===== config.mk =====
export PLATFORM = sky130hd
export DESIGN_NAME = simon_block_sequencer
export DESIGN_NICKNAME = d
export VERILOG_FILES = /design/src/rtl/simon_block_sequencer.sv
export SDC_FILE = /design/constraint.sdc
export NUM_CORES = 2
export LEC_CHECK = 0
export ABC_AREA = 1
export CAP_MARGIN = 20
export CORE_AREA = 2 2 455 457
export CTS_CLUSTER_DIAMETER = 200
export CTS_CLUSTER_SIZE = 20
export DETAILED_ROUTE_END_ITERATION = 8
export DIE_AREA = 0 0 457 459
export HOLD_SLACK_MARGIN = 0.06
export PLACE_DENSITY = 0.4
export SYNTH_ARGS = -nofsm -noshare
export SYNTH_HDL_FRONTEND = slang
export SYNTH_SLANG_ARGS = --single-unit

===== constraint.sdc =====
create_clock -name clk_100MHz -period 29.7 [get_ports clk_100MHz]
set_clock_uncertainty 0.1 [all_clocks]
set_input_delay 4.455 -clock clk_100MHz [delete_from_list [all_inputs] [get_ports clk_100MHz]]
set_output_delay 4.455 -clock clk_100MHz [all_outputs]
set_load 0.005 [all_outputs]

===== src/rtl/simon_block_sequencer.sv =====
// simon_block_sequencer
// Takes a full 512-bit receive word, pushes its eight 64-bit blocks one at a
// time through a single SIMON core using a start/done handshake, and puts the
// per-block results back together into one 512-bit result word. The result is
// presented to the transmit side until it is acknowledged. Block k (0 = first
// received characters) sits at bits [DATA_W-1-k*BLK_W -: BLK_W] in both words.
module simon_block_sequencer #(
    parameter int BLOCKS  = 8,
    parameter int BLK_W   = 64,
    parameter int TIMEOUT = 1024,
    parameter int DATA_W  = BLOCKS * BLK_W
) (
    input  logic                      clk_100MHz,
    input  logic                      reset,
    input  logic                      go,
    input  logic                      mode,
    input  logic                      buf_full,
    input  logic [DATA_W-1:0]         buf_data,
    output logic                      core_start,
    output logic                      core_decrypt,
    output logic [BLK_W-1:0]          core_in,
    input  logic                      core_done,
    input  logic [BLK_W-1:0]          core_out,
    output logic [DATA_W-1:0]         result,
    output logic                      result_valid,
    input  logic                      result_ack,
    output logic                      busy,
    output logic [$clog2(BLOCKS)-1:0] block_idx,
    output logic                      err
);

    localparam int IDX_W = $clog2(BLOCKS);
    localparam int CNT_W = $clog2(TIMEOUT + 1);

    localparam logic [IDX_W-1:0] LAST_IDX = IDX_W'(BLOCKS - 1);
    localparam logic [CNT_W-1:0] CNT_LAST = CNT_W'(TIMEOUT - 1);

    localparam logic [2:0] IDLE  = 3'd0;
    localparam logic [2:0] LOAD  = 3'd1;
    localparam logic [2:0] ISSUE = 3'd2;
    localparam logic [2:0] WAIT  = 3'd3;
    localparam logic [2:0] STORE = 3'd4;
    localparam logic [2:0] DONE  = 3'd5;

    logic [2:0]        state;
    logic [DATA_W-1:0] snap;      // copy of buf_data taken in LOAD
    logic [BLK_W-1:0]  out_hold;  // core_out captured on the core_done pulse
    logic [CNT_W-1:0]  tmo_cnt;   // cycles spent in WAIT for the current block
    logic              mode_lat;  // mode captured together with go

    // Extract block k of a buffer-width word; block 0 is the most significant.
    function automatic logic [BLK_W-1:0] block_of(input logic [DATA_W-1:0] word,
                                                  input int k);
        return word[DATA_W-1-k*BLK_W -: BLK_W];
    endfunction

    // Data-only capture registers: the snapshot of the receive buffer and the
    // core result. Neither needs a reset; they are only read after being written.
    always_ff @(posedge clk_100MHz) begin
        if (state == LOAD)
            snap <= buf_data;
        if (state == WAIT && core_done)
            out_hold <= core_out;
    end

    // Sequencer FSM and all registered outputs. The next core_start and core_in
    // are set on the edge that enters ISSUE so both are valid during ISSUE.
    always_ff @(posedge clk_100MHz or posedge reset) begin
        if (reset) begin
            state        <= IDLE;
            core_start   <= 1'b0;
            core_decrypt <= 1'b0;
            core_in      <= '0;
            result       <= '0;
            result_valid <= 1'b0;
            busy         <= 1'b0;
            block_idx    <= '0;
            err          <= 1'b0;
            tmo_cnt      <= '0;
            mode_lat     <= 1'b0;
        end else begin
            core_start <= 1'b0;
            case (state)
                IDLE: begin
                    // A go without a complete buffer is dropped.
                    if (go && buf_full) begin
                        state    <= LOAD;
                        busy     <= 1'b1;
                        mode_lat <= mode;
                    end
                end
                LOAD: begin
                    // The snapshot register loads on this same edge, so block 0
                    // is taken straight from buf_data.
                    core_decrypt <= mode_lat;
                    block_idx    <= '0;
                    err          <= 1'b0;
                    result       <= '0;
                    core_in      <= block_of(buf_data, 0);
                    core_start   <= 1'b1;
                    state        <= ISSUE;
                end
                ISSUE: begin
                    tmo_cnt <= '0;
                    state   <= WAIT;
                end
                WAIT: begin
                    if (core_done) begin
                        state <= STORE;
                    end else if (tmo_cnt == CNT_LAST) begin
                        // Core never answered: abandon the pass, no result.
                        state <= IDLE;
                        err   <= 1'b1;
                        busy  <= 1'b0;
                    end else begin
                        tmo_cnt <= tmo_cnt + CNT_W'(1);
                    end
                end
                STORE: begin
                    result[DATA_W-1-int'(block_idx)*BLK_W -: BLK_W] <= out_hold;
                    if (block_idx == LAST_IDX) begin
                        result_valid <= 1'b1;
                        state        <= DONE;
                    end else begin
                        block_idx  <= block_idx + IDX_W'(1);
                        core_in    <= block_of(snap, int'(block_idx) + 1);
                        core_start <= 1'b1;
                        state      <= ISSUE;
                    end
                end
                DONE: begin
                    // go is deliberately not looked at here; only the ack ends DONE.
                    if (result_ack) begin
                        result_valid <= 1'b0;
                        busy         <= 1'b0;
                        state        <= IDLE;
                    end
                end
                default: begin
                    result_valid <= 1'b0;
                    busy         <= 1'b0;
                    state        <= IDLE;
                end
            endcase
        end
    end

endmodule

==> impl_metrics.yaml <==
critical_path:
  crit_path_max_fanout: 105
  worstRegToRegCells: 6
  cp.depth: 5
  r2r_slack_ns: 25.12
  cp-start-kind: "primary input"
  timing.critical_path.mode_cell: "buf_4"
  r2r_start: "state[2]"
  crit_slowest_cell: "buf_4"
  worstSetupPathType: "primary input to async pin"
  crit_start: "reset"
  critPathMaxStageDelay_ns: 0.76
  critical_path_buf_inv_count: 5
  end_kind: "async pin"
  path_cells: "clkdlybuf4s50_1 -> inv_8 -> buf_4 -> buf_4 -> buf_4"
  cp.arrival_ns: 7.78
  crit_end: "result[279]"
  r2r_end: "snap[213]"
  cp_top_family: "buffers and inverters"
  worstPathRequired_ns: 30.32
power:
  power_mw: 4.661
  leakage_nw: 26.32
  peakVddDrop_mv: 0.05527
  pwr_density_cell_nw_per_um2: 72.36
grt:
  use_met2_pct: 32.02
  grtUsageMet3_pct: 6.612
  grt_util_all_layers_pct: 19.12
  grtUsageMet1_pct: 23.34
  antenna_found_initial: 90
  grt_overflow: 0
  top_usage_layer: "met2"
  grt_max_degree: 179
  grt_pass1_vias: 36930
  grt_pass1_wl_mm: 288.7
sta:
  slew_violations: 0
  fmax_mhz: 139.8
  fin_crit_sh_pct: 24.09
  fin_tns_setup_ns: 0
  finalHoldViolCount: 0
  min_period_ns: 7.156
  rsz0062_at_grt: "no"
  hold_ws_ns: 0.3919
  slew_headroom_pct: 17.99
  worstMarginPinSlew_ns: 1.230
  setup_violations: 0
floorplanning:
  dieArea_um2: 209800
  die_x_um: 457
  die_h_um: 459
  start_util_pct: 23.43
  core_um2: 205600
  num_rows: 167
  ioPinCount: 1167
placement:
  gp_congestion: 0.7990
  hpwlAfterDp_mm: 145.6
  dp_cells: 8289
  port_buffers: 1166
routing:
  routed_wl_mm: 207.0
  first_pass_iters: 7
  viasPerCell: 4.429
  drcViolationCount: 0
  drt_iter0_drc: 2760
  num_vias: 37390
  ant_nets: 0
  post_drt_wl_per_cell_um: 24.52
logic_synthesis:
  post-synth-top-area-cell: "edfxtp_1"
  synth_area_leaders: "edfxtp_1, dfrtp_1, nand3_1, nand2_1, inv_1"
  synth_cells: 4691
  seq_area_frac_synth_pct: 67.02
  syn_avg_cell_area_um2: 10.27
  synth_edf_count: 576
  synth_ff_type: "dfrtp_1"
  syn_nets: 5281
  synth_most_common_cell: "nand3_1"
  netlist.area_leader.share_pct: 35.90
  synth-seq-cells: 1175
  synth_commonest_cells: "nand3_1, nand2_1, inv_1, dfrtp_1, edfxtp_1"
  ys_warn_count: 0
  synth_cell_type_count: 32
  ys_async_sr_fraction_pct: 50.98
  syn_area_um2: 48180
run:
  maxCapViolCount: 0
cts:
  cts.repair.resized: 0
  insertion_delay_ns: 0.71
  postCtsHoldBufs: 0
  root_buffer: "clkbuf_16"
  cts_num_sinks: 1175
  htree_levels: 3
  cts_setup_buffers: 0
  clk_transition_reported_paths_ns: 0.09
  numCtsBuffers: 69
  cts_tree: "built"
  clk_path_buf_depth: 3
layout:
  syn_to_final_growth_pct: 33.71
  final_cells: 8442
  layout-drive-gt1-share_pct: 4.029
  nets: 6246
outcome:
  status: "finished clean"
min_path:
  hold_class: "flip-flop to flip-flop"
  min_from: "busy"
==> registers in the layout (all words and copies together), names as in the netlist, 3 cells and up <==
signal	flops
snap	512
block_idx	3
core_in	64
result	512
out_hold	64
tmo_cnt	11
state	3
==> placed cells by master (no fill, tap or decap), types with 4 or more instances in the layout <==
master | netlist | final
nand3_4 | 0 | 9
inv_8 | 0 | 4
inv_6 | 0 | 4
o21ai_1 | 45 | 45
o21ai_0 | 403 | 403
clkbuf_1 | 149 | 46
nor2_1 | 214 | 214
clkbuf_16 | 0 | 70
clkdlybuf4s50_1 | 0 | 1166
o21ai_2 | 7 | 6
nand3_1 | 980 | 975
dfrtp_1 | 599 | 597
diode_2 | 0 | 30
or2_2 | 64 | 64
ha_1 | 7 | 5
edfxtp_1 | 576 | 576
o22ai_1 | 65 | 65
inv_1 | 603 | 599
a21oi_1 | 68 | 68
buf_4 | 19 | 45
nand2_1 | 710 | 709
buf_12 | 0 | 4
==> where the power goes <==
group / internal, mW / total [mW] / switching, mW
combinational: 0.442 / 1.37 / 0.928
clock: 0.452 / 1.05 / 0.602
sequential: 2.10 / 2.24 / 0.134
==> per-layer routing <==
layer / routed length [um] / part of all wire [%]
met2: 99300 / 48
met3: 17950 / 8.7
met1: 84170 / 41
met5: 607 / 0.29
met4: 4963 / 2.4
==> final cells by class <==
| class | count | area [um2] |
|---|---|---|
| Antenna cell | 30 | 75.07 |
| Clock buffer | 116 | 1924 |
| Clock inverter | 7 | 78.83 |
| Fill cell | 21540 | 141200 |
| Inverter | 608 | 2312 |
| Multi-Input combinational cell | 2587 | 12260 |
| Sequential cell | 1175 | 32290 |
| Tap cell | 2704 | 3383 |
| Timing Repair Buffer | 1215 | 12090 |
==> per-stage QoR <==
stage | cell area [um2] | setup slack, ns | utilization [%]
2_1_floorplan | 48180 | 8.378 | -
3_3_place_gp | 62340 | 21.64 | 30.32
3_5_place_dp | 62340 | 21.63 | 30.32
4_1_cts | 64340 | 22.44 | 31.29
5_1_grt | 64360 | 22.12 | 31.30
6_report | 64410 | 22.54 | 31.33
==> tightest hold or removal path, delay by kind of cell, from the launching register on <==
family,cells,cell delay [ns]
flops,1,0.36
simple gates,2,0.10
==> kinds of logic (layout without fill, tap and decap cells) <==
group	Yosys count	in the layout	synth area share, %
other	0	30	0
xor gates and xnor gates	2	2	0.03637
AOI/OAI and AO/OA	590	590	6.360
DFF	1175	1175	67.02
and+or+nand+nor	1988	1988	18.56
adders and majority gates	7	7	0.1818
buffers and inverters	929	1946	7.843
==> worst min-delay path by stage <==
stage                       end  cells after the start  slack (ns)
floorplan                  busy                      2        0.36
global placement           busy                      2        0.37
detailed placement         busy                      2        0.37
CTS                        busy                      2        0.39
global route        result[104]                      2        0.43
finish                     busy                      2        0.39
No activity file was read; power rests on OpenSTA's default activity.
